[src/rtl/counter_sequencer_pkg.sv]
// counter_sequencer shared definitions
// states, counter mode codes and command layout
package counter_sequencer_pkg;

  localparam logic [1:0] MODE_UP  = 2'b00;
  localparam logic [1:0] MODE_DN  = 2'b01;
  localparam logic [1:0] MODE_DN3 = 2'b10;
  localparam logic [1:0] MODE_LD  = 2'b11;

  localparam int CMD_W = 10;

  typedef enum logic [2:0] {
    S_IDLE,
    S_LOAD,
    S_WAIT_LD,
    S_RUN,
    S_DONE
  } state_e;

  typedef struct packed {
    logic [1:0] mode;
    logic [3:0] d;
    logic [3:0] len;
  } cmd_t;

  function automatic logic [3:0] sat_inc(input logic [3:0] v);
    return (v == 4'hF) ? v : v + 4'd1;
  endfunction

endpackage

[src/rtl/counter_sequencer_fifo.sv]
// seq_cmd_fifo: DEPTH x CMD_W command buffer
// synchronous, active-high reset, head visible on pop_data
module seq_cmd_fifo
  import counter_sequencer_pkg::*;
#(
  parameter int DEPTH = 4
) (
  input  logic             clk,
  input  logic             reset,
  input  logic             push,
  input  logic [CMD_W-1:0] push_data,
  input  logic             pop,
  output logic [CMD_W-1:0] pop_data,
  output logic             full,
  output logic             empty
);

  localparam int AW = (DEPTH > 1) ? $clog2(DEPTH) : 1;

  logic [CMD_W-1:0] mem [DEPTH];
  logic [AW-1:0]    wr_ptr;
  logic [AW-1:0]    rd_ptr;
  logic [AW:0]      count;
  logic             do_push;
  logic             do_pop;

  assign do_push  = push && !full;
  assign do_pop   = pop && !empty;
  assign full     = (count == (AW+1)'(DEPTH));
  assign empty    = (count == '0);
  assign pop_data = mem[rd_ptr];

  // pointers and occupancy; push and pop may coincide
  always_ff @(posedge clk) begin
    if (reset) begin
      wr_ptr <= '0;
      rd_ptr <= '0;
      count  <= '0;
    end else begin
      if (do_push)
        wr_ptr <= wr_ptr + AW'(1);
      if (do_pop)
        rd_ptr <= rd_ptr + AW'(1);
      if (do_push && !do_pop)
        count <= count + (AW+1)'(1);
      else if (do_pop && !do_push)
        count <= count - (AW+1)'(1);
    end
  end

  // storage array, no reset needed
  always_ff @(posedge clk) begin
    if (do_push)
      mem[wr_ptr] <= push_data;
  end

endmodule

[src/rtl/counter_sequencer.sv]
// counter_sequencer: command-driven sequencer for the mode counter
// SEQ_RCO_STOP_EN: end RUN on the first cycle that sees ctr_rco
module counter_sequencer
  import counter_sequencer_pkg::*;
#(
  parameter int DEPTH        = 4,
  parameter int LOAD_TIMEOUT = 3
) (
  input  logic       clk,
  input  logic       reset,
  input  logic       cmd_valid,
  output logic       cmd_ready,
  input  logic [1:0] cmd_mode,
  input  logic [3:0] cmd_d,
  input  logic [3:0] cmd_len,
  output logic       ctr_enable,
  output logic [1:0] ctr_mode,
  output logic [3:0] ctr_D,
  input  logic [3:0] ctr_q,
  input  logic       ctr_rco,
  input  logic       ctr_load,
  output logic       busy,
  output logic       done,
  output logic [3:0] done_q,
  output logic [3:0] rco_cnt,
  output logic       err
);

  state_e           state;
  state_e           state_nx;
  cmd_t             cur;
  logic [CMD_W-1:0] head;
  logic             fifo_full;
  logic             fifo_empty;
  logic             push;
  logic             pop;
  logic [3:0]       len_cnt;
  logic [7:0]       wait_cnt;
  logic             ld_tmo;
  logic             rco_stop;
  logic [3:0]       done_q_r;

  assign cmd_ready = !fifo_full;
  assign push      = cmd_valid && cmd_ready;
  assign pop       = (state == S_IDLE) && !fifo_empty;
  assign busy      = (state != S_IDLE) || !fifo_empty;
  assign ld_tmo    = (wait_cnt == 8'(LOAD_TIMEOUT - 1));
  assign done_q    = (state == S_DONE) ? ctr_q : done_q_r;

`ifdef SEQ_RCO_STOP_EN
  assign rco_stop = ctr_rco;
`else
  assign rco_stop = 1'b0;
`endif

  seq_cmd_fifo #(
    .DEPTH(DEPTH)
  ) u_fifo (
    .clk      (clk),
    .reset    (reset),
    .push     (push),
    .push_data({cmd_mode, cmd_d, cmd_len}),
    .pop      (pop),
    .pop_data (head),
    .full     (fifo_full),
    .empty    (fifo_empty)
  );

  // state register
  always_ff @(posedge clk) begin
    if (reset)
      state <= S_IDLE;
    else
      state <= state_nx;
  end

  // next state and counter drive, decoded from registered state
  always_comb begin
    state_nx   = state;
    ctr_enable = 1'b0;
    ctr_mode   = 2'b00;
    ctr_D      = 4'h0;
    done       = 1'b0;
    unique case (state)
      S_IDLE: begin
        if (!fifo_empty)
          state_nx = S_LOAD;
      end
      S_LOAD: begin
        ctr_enable = 1'b1;
        ctr_mode   = MODE_LD;
        ctr_D      = cur.d;
        state_nx   = S_WAIT_LD;
      end
      S_WAIT_LD: begin
        if (ctr_load)
          state_nx = (cur.mode == MODE_LD) ? S_DONE : S_RUN;
        else if (ld_tmo)
          state_nx = S_DONE;
      end
      S_RUN: begin
        ctr_enable = 1'b1;
        ctr_mode   = cur.mode;
        if (len_cnt == 4'h0 || rco_stop)
          state_nx = S_DONE;
      end
      S_DONE: begin
        done     = 1'b1;
        state_nx = S_IDLE;
      end
      default: state_nx = S_IDLE;
    endcase
  end

  // command capture, run/wait counters and result registers
  always_ff @(posedge clk) begin
    if (reset) begin
      cur      <= '0;
      len_cnt  <= 4'h0;
      wait_cnt <= 8'h0;
      rco_cnt  <= 4'h0;
      err      <= 1'b0;
      done_q_r <= 4'h0;
    end else begin
      if (pop)
        cur <= cmd_t'(head);
      if (state == S_LOAD) begin
        rco_cnt  <= 4'h0;
        err      <= 1'b0;
        wait_cnt <= 8'h0;
        len_cnt  <= cur.len;
      end
      if (state == S_WAIT_LD) begin
        wait_cnt <= wait_cnt + 8'h1;
        if (!ctr_load && ld_tmo)
          err <= 1'b1;
      end
      if (state == S_RUN) begin
        len_cnt <= len_cnt - 4'h1;
        if (ctr_rco)
          rco_cnt <= sat_inc(rco_cnt);
      end
      if (state == S_DONE)
        done_q_r <= ctr_q;
    end
  end

endmodule
[config.mk]
export PLATFORM = sky130hd
export DESIGN_NAME = counter_sequencer
export DESIGN_NICKNAME = d
export VERILOG_FILES = /design/src/rtl/counter_sequencer_pkg.sv /design/src/rtl/counter_sequencer_fifo.sv /design/src/rtl/counter_sequencer.sv
export SDC_FILE = /design/constraint.sdc
export NUM_CORES = 1
export LEC_CHECK = 0
export ABC_AREA = 1
export BUFFER_PORTS_ARGS = -buffer_cell sky130_fd_sc_hd__buf_2
export CAP_MARGIN = 20
export CORE_MARGIN = 8
export CORE_UTILIZATION = 33
export CTS_CLUSTER_DIAMETER = 50
export DETAILED_ROUTE_END_ITERATION = 12
export PLACE_DENSITY = 0.57
export SETUP_SLACK_MARGIN = 0.4
export SYNTH_ARGS = -nofsm -noshare
export SYNTH_HDL_FRONTEND = slang
export SYNTH_SLANG_ARGS = --single-unit
[constraint.sdc]
create_clock -name clk -period 4.2 [get_ports clk]
set_clock_uncertainty 0.05 [all_clocks]
set_input_delay 0.42 -clock clk [delete_from_list [all_inputs] [get_ports clk]]
set_output_delay 0.42 -clock clk [all_outputs]
set_load 0.01 [all_outputs]
==> metrics.txt, run 1 <==
# TYPE chip_impl_metric gauge
chip_impl_info{name="status",value="complete, no violations"} 1
chip_impl_metric{name="ys_ff_latch",unit=""} 81
chip_impl_metric{name="combPwrFrac",unit="%"} 33.3
chip_impl_info{name="cts_root_buffer",value="sky130_fd_sc_hd__clkbuf_8"} 1
chip_impl_metric{name="power.share.clock",unit="%"} 23.6
chip_impl_metric{name="cts_htree_levels",unit=""} 3
chip_impl_metric{name="yosysSeqAreaShare",unit="%"} 55.42
chip_impl_info{name="yosysMostFrequentCell",value="sky130_fd_sc_hd__nor2_1"} 1
chip_impl_metric{name="synthesis.area_per_instance",unit="um2"} 8.426
chip_impl_metric{name="final.period_utilization",unit="%"} 54.48
chip_impl_metric{name="grt_start_max_net_pins",unit=""} 26
chip_impl_metric{name="post_synth_fa_ha_maj_area_fraction",unit="%"} 3.635
chip_impl_metric{name="critical_path_required",unit="ns"} 3.73
chip_impl_metric{name="power.switching_fraction",unit="%"} 37.06
chip_impl_metric{name="syn_nets",unit=""} 462
chip_impl_metric{name="first_global_vias",unit=""} 2764
chip_impl_metric{name="slew_headroom",unit="%"} 36.75
chip_impl_info{name="yosys-top-cells-area",value="sky130_fd_sc_hd__edfxtp_1 33%, sky130_fd_sc_hd__dfxtp_1 22%, sky130_fd_sc_hd__nor2_1 10%, sky130_fd_sc_hd__nand2_1 7.4%, sky130_fd_sc_hd__o21ai_0 6.2%"} 1
chip_impl_metric{name="place.port_buffers",unit=""} 37
chip_impl_metric{name="worstPathMaxFanout",unit=""} 13
chip_impl_metric{name="globalplace.congestion",unit=""} 0.8172
chip_impl_metric{name="syn_area",unit="mm2"} 0.003648
chip_impl_metric{name="groute.usage.overall",unit="%"} 11.12
chip_impl_info{name="synthTopCellsByCount",value="102 x sky130_fd_sc_hd__nor2_1, 72 x sky130_fd_sc_hd__nand2_1, 46 x sky130_fd_sc_hd__inv_1, 45 x sky130_fd_sc_hd__o21ai_0, 41 x sky130_fd_sc_hd__dfxtp_1"} 1
chip_impl_metric{name="net-switching-power",unit="W"} 0.0008835
chip_impl_metric{name="static-leakage-power",unit="nW"} 1.754
chip_impl_metric{name="crit_arrival",unit="ns"} 1.82
chip_impl_info{name="synth_top_flop_cell",value="sky130_fd_sc_hd__dfxtp_1"} 1
chip_impl_metric{name="cp_num_buf_inv",unit=""} 2
chip_impl_metric{name="cap_violations",unit=""} 0
chip_impl_info{name="critPathSlowestCell",value="sky130_fd_sc_hd__dfxtp_1"} 1
chip_impl_metric{name="setup_buffers_after_cts",unit=""} 0
chip_impl_metric{name="die_h",unit="um"} 121.1
chip_impl_metric{name="setup_viol",unit=""} 0
chip_impl_metric{name="cts_inserted_buffers",unit=""} 9
chip_impl_info{name="cpLargestDelayFamily",value="simple AND/OR/NAND/NOR gates"} 1
chip_impl_metric{name="detail_route.wl_per_cell",unit="um"} 12.46
chip_impl_metric{name="p_int",unit="W"} 0.001500
chip_impl_metric{name="reg2reg_slack",unit="ns"} 2.05
chip_impl_metric{name="totalNegativeSetupSlack",unit="ns"} 0
chip_impl_metric{name="number_of_antenna_violations_at_the_first_check_in_global_routing",unit=""} 0
chip_impl_metric{name="num_vias",unit=""} 2799
chip_impl_metric{name="worstHoldPathCells",unit=""} 1
chip_impl_metric{name="fraction_of_the_mapped_netlist_area_in_compound_gates",unit="%"} 10.25
chip_impl_metric{name="drt_first_iter_violations",unit=""} 139
chip_impl_metric{name="avgViaCountPerCell",unit=""} 4.566
chip_impl_metric{name="ff2ff_path_depth",unit=""} 11
chip_impl_metric{name="proportion_of_netlist_area_held_by_the_largest_area_contributor",unit="%"} 32.92
chip_impl_info{name="setup_repair_after_global_routing_missed_its_margin",value="false"} 1
chip_impl_metric{name="irDropWorstVdd",unit="V"} 0.0003646
chip_impl_metric{name="die-width",unit="um"} 121.1
chip_impl_metric{name="gr_ovfl_total",unit=""} 0
chip_impl_metric{name="postCtsHoldBufs",unit=""} 0
chip_impl_metric{name="ctsLongestPathBuffers",unit=""} 2
chip_impl_info{name="worst_hold_path_type",value="primary input to flip-flop"} 1
chip_impl_metric{name="nets",unit=""} 497
chip_impl_metric{name="n_fill_cell",unit=""} 1126
chip_impl_metric{name="cp_slowest_stage_delay",unit="ns"} 0.38
chip_impl_metric{name="clock_pin_slew_worst_setup_and_hold_paths",unit="ns"} 0.08
chip_impl_info{name="worstReg2RegStart",value="u_fifo.count[0]"} 1
chip_impl_metric{name="dieArea",unit="mm2"} 0.01468
chip_impl_info{name="crit_end",value="ctr_D[0]"} 1
chip_impl_metric{name="yosys.cell_types.count",unit=""} 27
chip_impl_metric{name="warning_count_from_the_yosys_run",unit=""} 0
chip_impl_metric{name="routed_wirelength",unit="mm"} 7.635
chip_impl_metric{name="final_antenna_net_count",unit=""} 0
chip_impl_metric{name="number_of_gates_on_the_worst_path_with_buffers_counted",unit=""} 5
chip_impl_metric{name="post-route-min-period",unit="ns"} 2.288
chip_impl_metric{name="synth_simple_gate_area_share",unit="%"} 23.39
chip_impl_metric{name="final-max-slew-violation-count",unit=""} 0
chip_impl_metric{name="drc",unit=""} 0
chip_impl_metric{name="cts_repair_resize_count",unit=""} 0
chip_impl_metric{name="worstSkewPairLatency",unit="ns"} 0.36
chip_impl_metric{name="rows",unit=""} 38
chip_impl_metric{name="yosys.area_share.xor_xnor",unit="%"} 0.2401
chip_impl_metric{name="clock_sink_count",unit=""} 81
chip_impl_metric{name="synth_enable_flop_cells",unit=""} 40
chip_impl_metric{name="post_synth_mux_area_share",unit="%"} 0
chip_impl_metric{name="share_of_final_layout_standard_cells_stronger_than_drive_strength_1",unit="%"} 13.11
chip_impl_info{name="synth_top_family_by_area",value="simple AND/OR/NAND/NOR gates"} 1
chip_impl_info{name="worstSetupStartpoint",value="state[0]"} 1
chip_impl_metric{name="detailedPlacementHpwl",unit="mm"} 5.358
chip_impl_metric{name="synthCells",unit=""} 433
chip_impl_metric{name="finalPower",unit="W"} 0.002384
chip_impl_metric{name="initial_utilization",unit="%"} 33.80
chip_impl_metric{name="area_growth_syn_to_layout",unit="%"} 13.44
chip_impl_info{name="rr_endpoint",value="u_fifo.count[2]"} 1
chip_impl_metric{name="diodes",unit=""} 0
chip_impl_metric{name="p_seq_share",unit="%"} 43.1
chip_impl_metric{name="core-area",unit="mm2"} 0.01079
chip_impl_info{name="yosysTopAreaCell",value="sky130_fd_sc_hd__edfxtp_1"} 1
chip_impl_metric{name="worstMarginPinSlew",unit="ns"} 0.9452
chip_impl_metric{name="first_pass_iters",unit=""} 4
chip_impl_metric{name="grt_first_pass_wirelength",unit="mm"} 12.85
chip_impl_info{name="crit_path_cell_trace",value="inv_1 -> nor2_4 -> nand2_1 -> nor2_1 -> buf_2"} 1
chip_impl_metric{name="hold_viol",unit=""} 0
chip_impl_info{name="critPathCaptureType",value="primary output"} 1
chip_impl_info{name="cts_tree",value="yes"} 1
chip_impl_metric{name="async_flop_share",unit="%"} 0
chip_impl_metric{name="design.portCount",unit=""} 38
chip_impl_metric{name="power_density",unit="mW/mm2"} 575.9
chip_impl_metric{name="maxClockFrequency",unit="MHz"} 437.1
chip_impl_info{name="start_kind",value="flip-flop"} 1
chip_impl_info{name="timing.setup.critical_path_class",value="flip-flop to primary output"} 1
## state kept, by name (all words and copies together), names as in the netlist
signal and count:
rco_cnt 4, u_fifo.count 3, len_cnt 4, err 1
wait_cnt 8, done_q_r 4, u_fifo.rd_ptr 2, cur 10
u_fifo.wr_ptr 2, u_fifo.mem 40, state 3
## routing by layer
| layer | track usage [%] | routed length, um | vias to the layer above | part of all wire, % |
|---|---|---|---|---|
| li1 | - | - | 1459 | - |
| met1 | 13.06 | 3632 | 1280 | 48 |
| met2 | 18.20 | 3488 | 54 | 46 |
| met3 | 4.746 | 462 | 6 | 6.1 |
| met4 | 3.084 | 51 | 0 | 0.67 |
| met5 | 0 | 0 | - | 0 |
## kinds of logic after synthesis
family | count (synthesis)
simple gates | 204
fa+ha+maj | 10
buf+inv | 64
flops | 81
xor+xnor | 1
compound gates | 73
## cell usage in the layout, fill, tap and decap left out, types with 2 or more instances in the layout
cell type                  instances
sky130_fd_sc_hd__nor3_1            4
sky130_fd_sc_hd__nand3_1          13
sky130_fd_sc_hd__inv_1            46
sky130_fd_sc_hd__clkbuf_1          3
sky130_fd_sc_hd__o21ai_1           3
sky130_fd_sc_hd__nor2_1          102
sky130_fd_sc_hd__or2_1             5
sky130_fd_sc_hd__nor2_4            3
sky130_fd_sc_hd__inv_2             4
sky130_fd_sc_hd__nand4_1           2
sky130_fd_sc_hd__ha_1              9
sky130_fd_sc_hd__o21ai_0          45
sky130_fd_sc_hd__edfxtp_1         40
sky130_fd_sc_hd__dfxtp_1          41
sky130_fd_sc_hd__clkbuf_8         10
sky130_fd_sc_hd__nand2_1          72
sky130_fd_sc_hd__buf_2            37
sky130_fd_sc_hd__a21oi_1          22
sky130_fd_sc_hd__nand3_2           2
## worst min path at each step
stage           startpoint               end  slack, ns
6_report        cmd_len[2]  u_fifo.mem[3][2]       0.23
4_1_cts         cmd_len[2]  u_fifo.mem[3][2]       0.21
5_1_grt           cmd_d[0]  u_fifo.mem[0][4]       0.20
3_3_place_gp           err               err       0.41
3_5_place_dp           err               err       0.41
2_1_floorplan  wait_cnt[4]       wait_cnt[4]       0.40
## power by group through the flow
stage,Sequential (W),Clock (W),Combinational [W]
after floorplan,0.00102,0,0.000613
after global placement,0.00104,0,0.000786
after detailed placement,0.00105,0,0.000803
after CTS,0.00103,0.000582,0.000808
after global routing,0.00105,0.000619,0.000927
final,0.00103,0.000562,0.000794
## stage by stage
step | hold WS (ns) | setup WS [ns] | util [%] | std cells | area (um2)
global placement | 0.4073 | 2.152 | 36.56 | 597 | 3946
global route | 0.2011 | 1.715 | 38.35 | 613 | 4139
CTS | 0.2110 | 1.872 | 38.35 | 613 | 4139
detailed placement | 0.4082 | 2.056 | 36.56 | 597 | 3946
finish | 0.2267 | 1.912 | 38.35 | 613 | 4139
floorplan | 0.4019 | 2.213 | - | 433 | 3649
## area by class of cell
class | instances | area (um2) | area share, %
clock buffer | 13 | 148.9 | 3.597
clock inverter | 3 | 43.79 | 1.058
inverter | 50 | 187.7 | 4.534
multi-input combinational | 288 | 1369 | 33.07
sequential | 81 | 2022 | 48.85
tap | 140 | 175.2 | 4.232
timing repair buffer | 38 | 192.7 | 4.655
(Power assumes the default switching activity.)
==> run 2, diff against run 1 <==
clock period = 2.19 ns   (was 4.2 ns; I/O delays follow)
==> run 2 against run 1 <==
  * Total power up 110%
  * Final cell count up 3.4%
  * Via count up 3.1%
  * Core utilization up 2.8 points
  * First-iteration DRC count up 29%
  * Global-route usage up 0.39 points
  * Largest power group unchanged
  * Register-to-register slack worse by 1.6 ns
  * Non-clock buffer count up 21
  * Sequential power up 92%
  * Die area unchanged
  * Cell area up 7.3%
  * Routed wire length up 5.9%
==> metrics.txt, run 2 (synthesized netlist as in run 1, its figures left out) <==
# TYPE chip_impl_metric gauge
chip_impl_info{name="status",value="complete, no violations"} 1
chip_impl_metric{name="drc",unit=""} 0
chip_impl_info{name="largest_register_by_flop_count",value="u_fifo.mem"} 1
chip_impl_metric{name="worstMarginPinSlew",unit="ns"} 0.6760
chip_impl_info{name="critPathCaptureType",value="flip-flop"} 1
chip_impl_metric{name="grt_use_met2",unit="%"} 18.62
chip_impl_info{name="cpLargestDelayFamily",value="adder cells"} 1
chip_impl_metric{name="number_of_antenna_violations_at_the_first_check_in_global_routing",unit=""} 0
chip_impl_info{name="start_kind",value="flip-flop"} 1
chip_impl_metric{name="power_density",unit="mW/mm2"} 1113
chip_impl_metric{name="detailedPlacementHpwl",unit="mm"} 5.432
chip_impl_metric{name="m3_gr_usage",unit="%"} 4.002
chip_impl_metric{name="gr_ovfl_total",unit=""} 0
chip_impl_info{name="gr-max-usage-layer",value="met2"} 1
chip_impl_metric{name="avgViaCountPerCell",unit=""} 4.554
chip_impl_metric{name="nets",unit=""} 518
chip_impl_metric{name="first_pass_iters",unit=""} 4
chip_impl_metric{name="die_h",unit="um"} 121.1
chip_impl_info{name="cts_tree",value="yes"} 1
chip_impl_metric{name="dieArea",unit="mm2"} 0.01468
chip_impl_metric{name="crit_arrival",unit="ns"} 1.91
chip_impl_metric{name="grt_util_met1",unit="%"} 13.68
chip_impl_metric{name="fin_hold_ws",unit="ns"} 0.03190
chip_impl_metric{name="initial_utilization",unit="%"} 33.80
chip_impl_info{name="critPathSlowestCell",value="sky130_fd_sc_hd__fa_2"} 1
chip_impl_metric{name="share_of_final_layout_standard_cells_stronger_than_drive_strength_1",unit="%"} 21.46
chip_impl_metric{name="cp_num_buf_inv",unit=""} 2
chip_impl_metric{name="core-area",unit="mm2"} 0.01079
chip_impl_metric{name="worstHoldPathCells",unit=""} 1
chip_impl_metric{name="grt_first_pass_wirelength",unit="mm"} 13.30
chip_impl_metric{name="critical_path_required",unit="ns"} 2.38
chip_impl_info{name="layout_commonest_cell",value="sky130_fd_sc_hd__nor2_1"} 1
chip_impl_info{name="most-common-layout-cells",value="100 x sky130_fd_sc_hd__nor2_1, 67 x sky130_fd_sc_hd__nand2_1, 42 x sky130_fd_sc_hd__inv_1"} 1
chip_impl_metric{name="clock_sink_count",unit=""} 81
chip_impl_info{name="cts_root_buffer",value="sky130_fd_sc_hd__clkbuf_8"} 1
chip_impl_info{name="timing.setup.critical_path_class",value="flip-flop to flip-flop"} 1
chip_impl_metric{name="grt_start_max_net_pins",unit=""} 26
chip_impl_info{name="setup_repair_after_global_routing_missed_its_margin",value="true"} 1
chip_impl_metric{name="drt_first_iter_violations",unit=""} 179
chip_impl_metric{name="maxClockFrequency",unit="MHz"} 581.9
chip_impl_metric{name="design.portCount",unit=""} 38
chip_impl_metric{name="slew_headroom",unit="%"} 54.89
chip_impl_info{name="worst_hold_path_type",value="primary input to flip-flop"} 1
chip_impl_metric{name="irDropWorstVdd",unit="V"} 0.0005051
chip_impl_metric{name="cts_inserted_buffers",unit=""} 9
chip_impl_metric{name="die-width",unit="um"} 121.1
chip_impl_metric{name="ff2ff_path_depth",unit=""} 8
chip_impl_metric{name="place.port_buffers",unit=""} 37
chip_impl_metric{name="ctsLongestPathBuffers",unit=""} 2
chip_impl_metric{name="cts_htree_levels",unit=""} 3
chip_impl_metric{name="hold_viol",unit=""} 0
chip_impl_metric{name="final.period_utilization",unit="%"} 78.47
chip_impl_metric{name="cp_slowest_stage_delay",unit="ns"} 0.41
chip_impl_metric{name="diodes",unit=""} 0
chip_impl_metric{name="clock_pin_slew_worst_setup_and_hold_paths",unit="ns"} 0.08
chip_impl_metric{name="first_global_vias",unit=""} 2863
chip_impl_metric{name="routed_wirelength",unit="mm"} 8.083
chip_impl_metric{name="setup_viol",unit=""} 0
chip_impl_metric{name="final_antenna_net_count",unit=""} 0
chip_impl_metric{name="number_of_gates_on_the_worst_path_with_buffers_counted",unit=""} 8
chip_impl_metric{name="groute.usage.overall",unit="%"} 11.51
chip_impl_metric{name="num_vias",unit=""} 2887
chip_impl_metric{name="largest_reg_flops",unit=""} 40
chip_impl_metric{name="cap_violations",unit=""} 0
chip_impl_metric{name="worstPathMaxFanout",unit=""} 6
chip_impl_info{name="crit_path_cell_trace",value="nor2_4 -> buf_6 -> nand3_4 -> ha_4 -> inv_4 -> fa_2 -> o21ai_0 -> a21oi_1"} 1
chip_impl_metric{name="worstSkewPairLatency",unit="ns"} 0.35
chip_impl_metric{name="final-max-slew-violation-count",unit=""} 0
chip_impl_metric{name="post-route-min-period",unit="ns"} 1.718
chip_impl_metric{name="detail_route.wl_per_cell",unit="um"} 12.75
chip_impl_metric{name="rows",unit=""} 38
chip_impl_metric{name="totalNegativeSetupSlack",unit="ns"} 0
chip_impl_metric{name="static-leakage-power",unit="nW"} 1.870
chip_impl_info{name="largest_registers",value="u_fifo.mem (40), cur (10), wait_cnt (8)"} 1
chip_impl_metric{name="area_growth_syn_to_layout",unit="%"} 21.74
chip_impl_metric{name="globalplace.congestion",unit=""} 0.8064
run 2: cell count changes in the layout (fill, tap and decap cells not counted), sizes merged:
cell | before | now
clkinv | 2 | 1
dlygate4sd3 | 0 | 2
clkbuf | 13 | 12
clkinvlp | 0 | 2
buf | 38 | 57
run 2: final timing paths:
kind	from	endpoint	slack (ns)
setup / recovery	state[1]	u_fifo.count[1]	0.47
hold / removal	cmd_d[0]	u_fifo.mem[1][4]	0.03
setup reg to reg	state[1]	u_fifo.count[1]	0.47
hold reg to reg	err	err	0.42
run 2: worst register-to-register path, cell delays in order (launching register included):
cell and delay (ns):
sky130_fd_sc_hd__dfxtp_4 0.38, sky130_fd_sc_hd__nor2_4 0.16, sky130_fd_sc_hd__buf_6 0.12, sky130_fd_sc_hd__nand3_4 0.08
sky130_fd_sc_hd__ha_4 0.17, sky130_fd_sc_hd__inv_4 0.05, sky130_fd_sc_hd__fa_2 0.41, sky130_fd_sc_hd__o21ai_0 0.15
sky130_fd_sc_hd__a21oi_1 0.05
run 2: metrics by stage:
| step | instances | total power (W) | setup slack [ns] | util, % | instance area [um2] |
|---|---|---|---|---|---|
| after floorplan | 433 | 0.003198 | 0.4191 | - | 3677 |
| after global placement | 604 | 0.003605 | 0.4174 | 37.26 | 4021 |
| after detailed placement | 604 | 0.003648 | 0.3671 | 37.26 | 4021 |
| after CTS | 625 | 0.004807 | 0.3955 | 39.65 | 4279 |
| after global routing | 634 | 0.005360 | 0.3356 | 41.15 | 4442 |
| final | 634 | 0.004945 | 0.4716 | 41.15 | 4442 |
run 2: routing by layer:
metal  vias to the layer above  share of wire [%]  routed length (um)
li1                       1507                  -                   -
met1                      1322                 46                3728
met2                        56                 48                3896
met3                         2                5.3                 426
met4                         0               0.38                  31
met5                         -                  0                   0
run 2: cell type report:
class | instances | area (um2)
fill | 1061 | 6351
sequential | 81 | 2036
clock buffer | 12 | 145.1
clock inverter | 4 | 53.80
multi-input combinational | 288 | 1463
timing repair buffer | 59 | 376.6
tap | 140 | 175.2
inverter | 50 | 192.7
run 2: where the power goes:
group	total (W)	internal, W	switching, W
combinational	0.00188	0.000715	0.00117
sequential	0.00198	0.00184	0.000137
clock	0.00108	0.000561	0.000521
run 2: what timing repair did:
item,4_1_cts,5_1_grt
setup buffers,3,9
resized for setup,10,28
pin swaps,2,10
endpoints found under the setup margin,12,9
hold buffers,2,0
endpoints found under the hold margin,8,0
==> run 3, diff against run 2 <==
ABC_AREA = 0   (was 1)
PLACE_DENSITY = 0.59   (was 0.57)
clock period = 1.5 ns   (was 2.19 ns; I/O delays follow)
==> run 3 against run 2 <==
  * The flow now finishes with violations (setup timing)
  * First-iteration DRC count down 20%
  * Non-clock buffer count up 52
  * Routed wire length down 1.2%
  * Flip-flop and latch count unchanged
  * Synthesized cell count down 31%
  * Synthesized area down 2.5%
  * Setup slack worse by 1.1 ns
  * Maximum frequency down 19%
  * Cell area up 18%
  * Largest cell class unchanged
  * Largest power group is now combinational cells
==> metrics.txt, run 3 <==
# TYPE chip_impl_metric gauge
chip_impl_info{name="status",value="finished, violations left"} 1
chip_impl_info{name="failing_checks",value="setup timing"} 1
chip_impl_info{name="start_kind",value="flip-flop"} 1
chip_impl_info{name="worstReg2RegStart",value="u_fifo.count[0]"} 1
chip_impl_metric{name="net-switching-power",unit="W"} 0.002717
chip_impl_info{name="synth_top_flop_cell",value="sky130_fd_sc_hd__dfxtp_1"} 1
chip_impl_info{name="hold-path-endpoint",value="err"} 1
chip_impl_metric{name="power_density",unit="mW/mm2"} 1597
chip_impl_metric{name="maxClockFrequency",unit="MHz"} 474.2
chip_impl_metric{name="cts_inserted_buffers",unit=""} 9
chip_impl_metric{name="initial_utilization",unit="%"} 33.24
chip_impl_metric{name="diodes",unit=""} 0
chip_impl_metric{name="largest_reg_flops",unit=""} 40
chip_impl_info{name="yosys-top-cells-area",value="sky130_fd_sc_hd__edfxtp_1 34%, sky130_fd_sc_hd__dfxtp_1 23%, sky130_fd_sc_hd__mux4_2 6.3%, sky130_fd_sc_hd__nand2_1 3.7%, sky130_fd_sc_hd__a21oi_1 3.4%"} 1
chip_impl_info{name="yosysMostFrequentCell",value="sky130_fd_sc_hd__dfxtp_1"} 1
chip_impl_metric{name="dieArea",unit="mm2"} 0.01435
chip_impl_metric{name="reg2reg_slack",unit="ns"} -0.61
chip_impl_metric{name="nets",unit=""} 433
chip_impl_info{name="largest_registers",value="u_fifo.mem (40), cur (10), wait_cnt (8)"} 1
chip_impl_info{name="layout_commonest_cell",value="sky130_fd_sc_hd__edfxtp_1"} 1
chip_impl_metric{name="total_length_of_routed_met3_wires",unit="um"} 334
chip_impl_metric{name="gr_ovfl_total",unit=""} 0
chip_impl_info{name="top_layer",value="met4"} 1
chip_impl_metric{name="cts_htree_levels",unit=""} 3
chip_impl_metric{name="die-width",unit="um"} 119.8
chip_impl_metric{name="static-leakage-power",unit="nW"} 1.962
chip_impl_metric{name="worstSkewPairLatency",unit="ns"} 0.35
chip_impl_metric{name="routedLengthMet1",unit="mm"} 3.461
chip_impl_metric{name="first_global_vias",unit=""} 2714
chip_impl_metric{name="final_antenna_net_count",unit=""} 0
chip_impl_metric{name="post-route-min-period",unit="ns"} 2.109
chip_impl_metric{name="proportion_of_netlist_area_held_by_the_largest_area_contributor",unit="%"} 33.78
chip_impl_metric{name="crit_arrival",unit="ns"} 2.35
chip_impl_metric{name="cap_violations",unit=""} 0
chip_impl_metric{name="worstMarginPinSlew",unit="ns"} 0.5048
chip_impl_metric{name="num_vias",unit=""} 2646
chip_impl_metric{name="grt_start_max_net_pins",unit=""} 25
chip_impl_metric{name="first_pass_iters",unit=""} 4
chip_impl_metric{name="core-area",unit="mm2"} 0.01070
chip_impl_metric{name="setup_ws",unit="ns"} -0.6086
chip_impl_metric{name="irDropWorstVdd",unit="V"} 0.0006795
chip_impl_metric{name="detail_route.wl_per_cell",unit="um"} 14.55
chip_impl_metric{name="combPwrFrac",unit="%"} 46.0
chip_impl_info{name="cts_tree",value="yes"} 1
chip_impl_metric{name="met2_wirelength",unit="mm"} 4.144
chip_impl_metric{name="synthesis.area_per_instance",unit="um2"} 11.97
chip_impl_metric{name="yosys.cell_types.count",unit=""} 51
chip_impl_metric{name="clock_sink_count",unit=""} 81
chip_impl_metric{name="critical_path_required",unit="ns"} 1.74
chip_impl_metric{name="setup_viol",unit=""} 64
chip_impl_metric{name="design.portCount",unit=""} 38
chip_impl_info{name="cts_root_buffer",value="sky130_fd_sc_hd__clkbuf_8"} 1
chip_impl_info{name="rr_endpoint",value="u_fifo.count[2]"} 1
chip_impl_metric{name="async_flop_share",unit="%"} 0
chip_impl_metric{name="p_int",unit="W"} 0.005683
chip_impl_metric{name="syn_area",unit="mm2"} 0.003556
chip_impl_metric{name="power.switching_fraction",unit="%"} 32.35
chip_impl_metric{name="detailedPlacementHpwl",unit="mm"} 5.006
chip_impl_info{name="synthTopCellsByCount",value="41 x sky130_fd_sc_hd__dfxtp_1, 40 x sky130_fd_sc_hd__edfxtp_1, 35 x sky130_fd_sc_hd__nand2_1, 24 x sky130_fd_sc_hd__a21oi_1, 19 x sky130_fd_sc_hd__nor2_1"} 1
chip_impl_metric{name="drc",unit=""} 0
chip_impl_info{name="yosysTopAreaCell",value="sky130_fd_sc_hd__edfxtp_1"} 1
chip_impl_metric{name="ys_ff_latch",unit=""} 81
chip_impl_metric{name="drt_first_iter_violations",unit=""} 143
chip_impl_metric{name="warning_count_from_the_yosys_run",unit=""} 0
chip_impl_metric{name="synth_enable_flop_cells",unit=""} 40
chip_impl_info{name="timing.setup.critical_path_class",value="flip-flop to flip-flop"} 1
chip_impl_metric{name="die_h",unit="um"} 119.8
chip_impl_metric{name="place.port_buffers",unit=""} 37
chip_impl_metric{name="fin_hold_ws",unit="ns"} 0.08598
chip_impl_metric{name="rows",unit=""} 38
chip_impl_metric{name="ctsLongestPathBuffers",unit=""} 2
chip_impl_info{name="critPathCaptureType",value="flip-flop"} 1
chip_impl_info{name="largest_register_by_flop_count",value="u_fifo.mem"} 1
chip_impl_metric{name="routed_wirelength",unit="mm"} 7.990
chip_impl_metric{name="avgViaCountPerCell",unit=""} 4.820
chip_impl_metric{name="grt_first_pass_wirelength",unit="mm"} 13.20
chip_impl_metric{name="syn_nets",unit=""} 326
chip_impl_metric{name="finalPower",unit="W"} 0.008400
chip_impl_metric{name="ff2ff_path_depth",unit=""} 9
chip_impl_info{name="worst_hold_path_type",value="primary input to flip-flop"} 1
chip_impl_metric{name="final.period_utilization",unit="%"} 140.6
chip_impl_metric{name="p_seq_share",unit="%"} 34.5
chip_impl_metric{name="globalplace.congestion",unit=""} 0.7718
chip_impl_metric{name="worstHoldPathCells",unit=""} 3
chip_impl_metric{name="hold_viol",unit=""} 0
chip_impl_metric{name="worstPathMaxFanout",unit=""} 2
chip_impl_info{name="hp-start",value="ctr_load"} 1
chip_impl_metric{name="share_of_final_layout_standard_cells_stronger_than_drive_strength_1",unit="%"} 48.41
chip_impl_metric{name="place_ws",unit="ns"} -0.5799
chip_impl_metric{name="final-max-slew-violation-count",unit=""} 0
chip_impl_metric{name="number_of_antenna_violations_at_the_first_check_in_global_routing",unit=""} 0
chip_impl_metric{name="slew_headroom",unit="%"} 66.35
chip_impl_metric{name="clock_pin_slew_worst_setup_and_hold_paths",unit="ns"} 0.09
chip_impl_metric{name="yosysSeqAreaShare",unit="%"} 56.86
chip_impl_metric{name="power.share.clock",unit="%"} 19.5
chip_impl_metric{name="synthCells",unit=""} 297
chip_impl_info{name="most-common-layout-cells",value="40 x sky130_fd_sc_hd__edfxtp_1, 33 x sky130_fd_sc_hd__buf_6, 32 x sky130_fd_sc_hd__nand2_1, 32 x sky130_fd_sc_hd__buf_4, 29 x sky130_fd_sc_hd__dfxtp_1"} 1
chip_impl_info{name="setup_repair_after_global_routing_missed_its_margin",value="true"} 1
chip_impl_metric{name="area_growth_syn_to_layout",unit="%"} 47.89
chip_impl_metric{name="groute.usage.overall",unit="%"} 11.38
==> run 3: cell types whose count changed in the layout (fill, tap and decap cells not counted), moves of 14 or more <==
cell and change:
sky130_fd_sc_hd__buf_2 -14, sky130_fd_sc_hd__nand2_1 -35, sky130_fd_sc_hd__o21ai_0 -38, sky130_fd_sc_hd__inv_1 -34, sky130_fd_sc_hd__buf_6 +28, sky130_fd_sc_hd__nor2_1 -88, sky130_fd_sc_hd__buf_4 +16
==> run 3: worst max-delay path by stage <==
stage,from,endpoint,slack [ns],cells past startpoint
5_1_grt,u_fifo.count[0],u_fifo.count[2],-0.72,9
3_3_place_gp,u_fifo.count[0],u_fifo.count[2],-0.57,9
4_1_cts,u_fifo.count[0],u_fifo.count[2],-0.60,9
2_1_floorplan,u_fifo.count[0],u_fifo.count[2],-0.73,10
3_5_place_dp,u_fifo.count[0],u_fifo.count[2],-0.58,9
6_report,u_fifo.count[0],u_fifo.count[2],-0.61,9
==> run 3: power by group through the flow <==
stage | registers (W) | clock network, W | logic [W]
floorplan | 0.00291 | 0 | 0.00183
global route | 0.00294 | 0.00179 | 0.00419
finish | 0.00290 | 0.00164 | 0.00386
detailed placement | 0.00292 | 0 | 0.00271
global placement | 0.00290 | 0 | 0.00267
CTS | 0.00289 | 0.00169 | 0.00341
==> run 3: what timing repair did <==
item / in CTS / in global routing
pin swaps: 18 / 15
endpoints found under the setup margin: 98 / 99
gates resized for setup: 55 / 42
hold buffers: 10 / 0
buffers inserted: 18 / 7
hold endpoints to repair: 40 / 0
gates cloned: 1 / 3
==> run 3: critical path: stages (launching register included) <==
cell                      delay (ns)
sky130_fd_sc_hd__dfxtp_2        0.32
sky130_fd_sc_hd__or3_4          0.38
sky130_fd_sc_hd__and2_4         0.16
sky130_fd_sc_hd__inv_4          0.05
sky130_fd_sc_hd__ha_4           0.12
sky130_fd_sc_hd__inv_2          0.04
sky130_fd_sc_hd__fa_2           0.34
sky130_fd_sc_hd__xor2_1         0.15
sky130_fd_sc_hd__or3_1          0.32
sky130_fd_sc_hd__a21oi_2        0.11
==> run 3: layout make-up <==
cell class / instances / area (um2)
fillers: 963 / 5439
well taps: 140 / 175.2
repair buffers: 111 / 1120
clock buffers: 10 / 127.6
clock inverters: 6 / 76.32
inverters: 11 / 48.80
flip-flops and latches: 81 / 2054
multi-input cells: 190 / 1657
==> run 3: kinds of logic after synthesis <==
family	share of synthesized area (%)
DFF	56.86
buffers and inverters	3.413
adders and majority gates	3.730
muxes	8.445
xor gates and xnor gates	1.232
and+or+nand+nor	17.70
AOI/OAI and AO/OA	8.620
==> run 3: per-stage QoR <==
| step | area [um2] | setup TNS [ns] | std cells | utilization (%) |
|---|---|---|---|---|
| after floorplan | 3715 | -1.304 | 297 | - |
| after global placement | 4284 | -3.353 | 494 | 40.05 |
| after CTS | 4979 | -9.160 | 539 | 46.54 |
| after detailed placement | 4284 | -4.311 | 494 | 40.05 |
| after global routing | 5259 | -14.97 | 549 | 49.16 |
| final | 5259 | -10.24 | 549 | 49.16 |
==> run 3: per-layer routing <==
metal | vias to the layer above | global-route usage [%]
met1 | 1300 | 13.02
met4 | 0 | 3.279
met3 | 4 | 3.476
met5 | - | 0
li1 | 1294 | -
met2 | 48 | 20.05
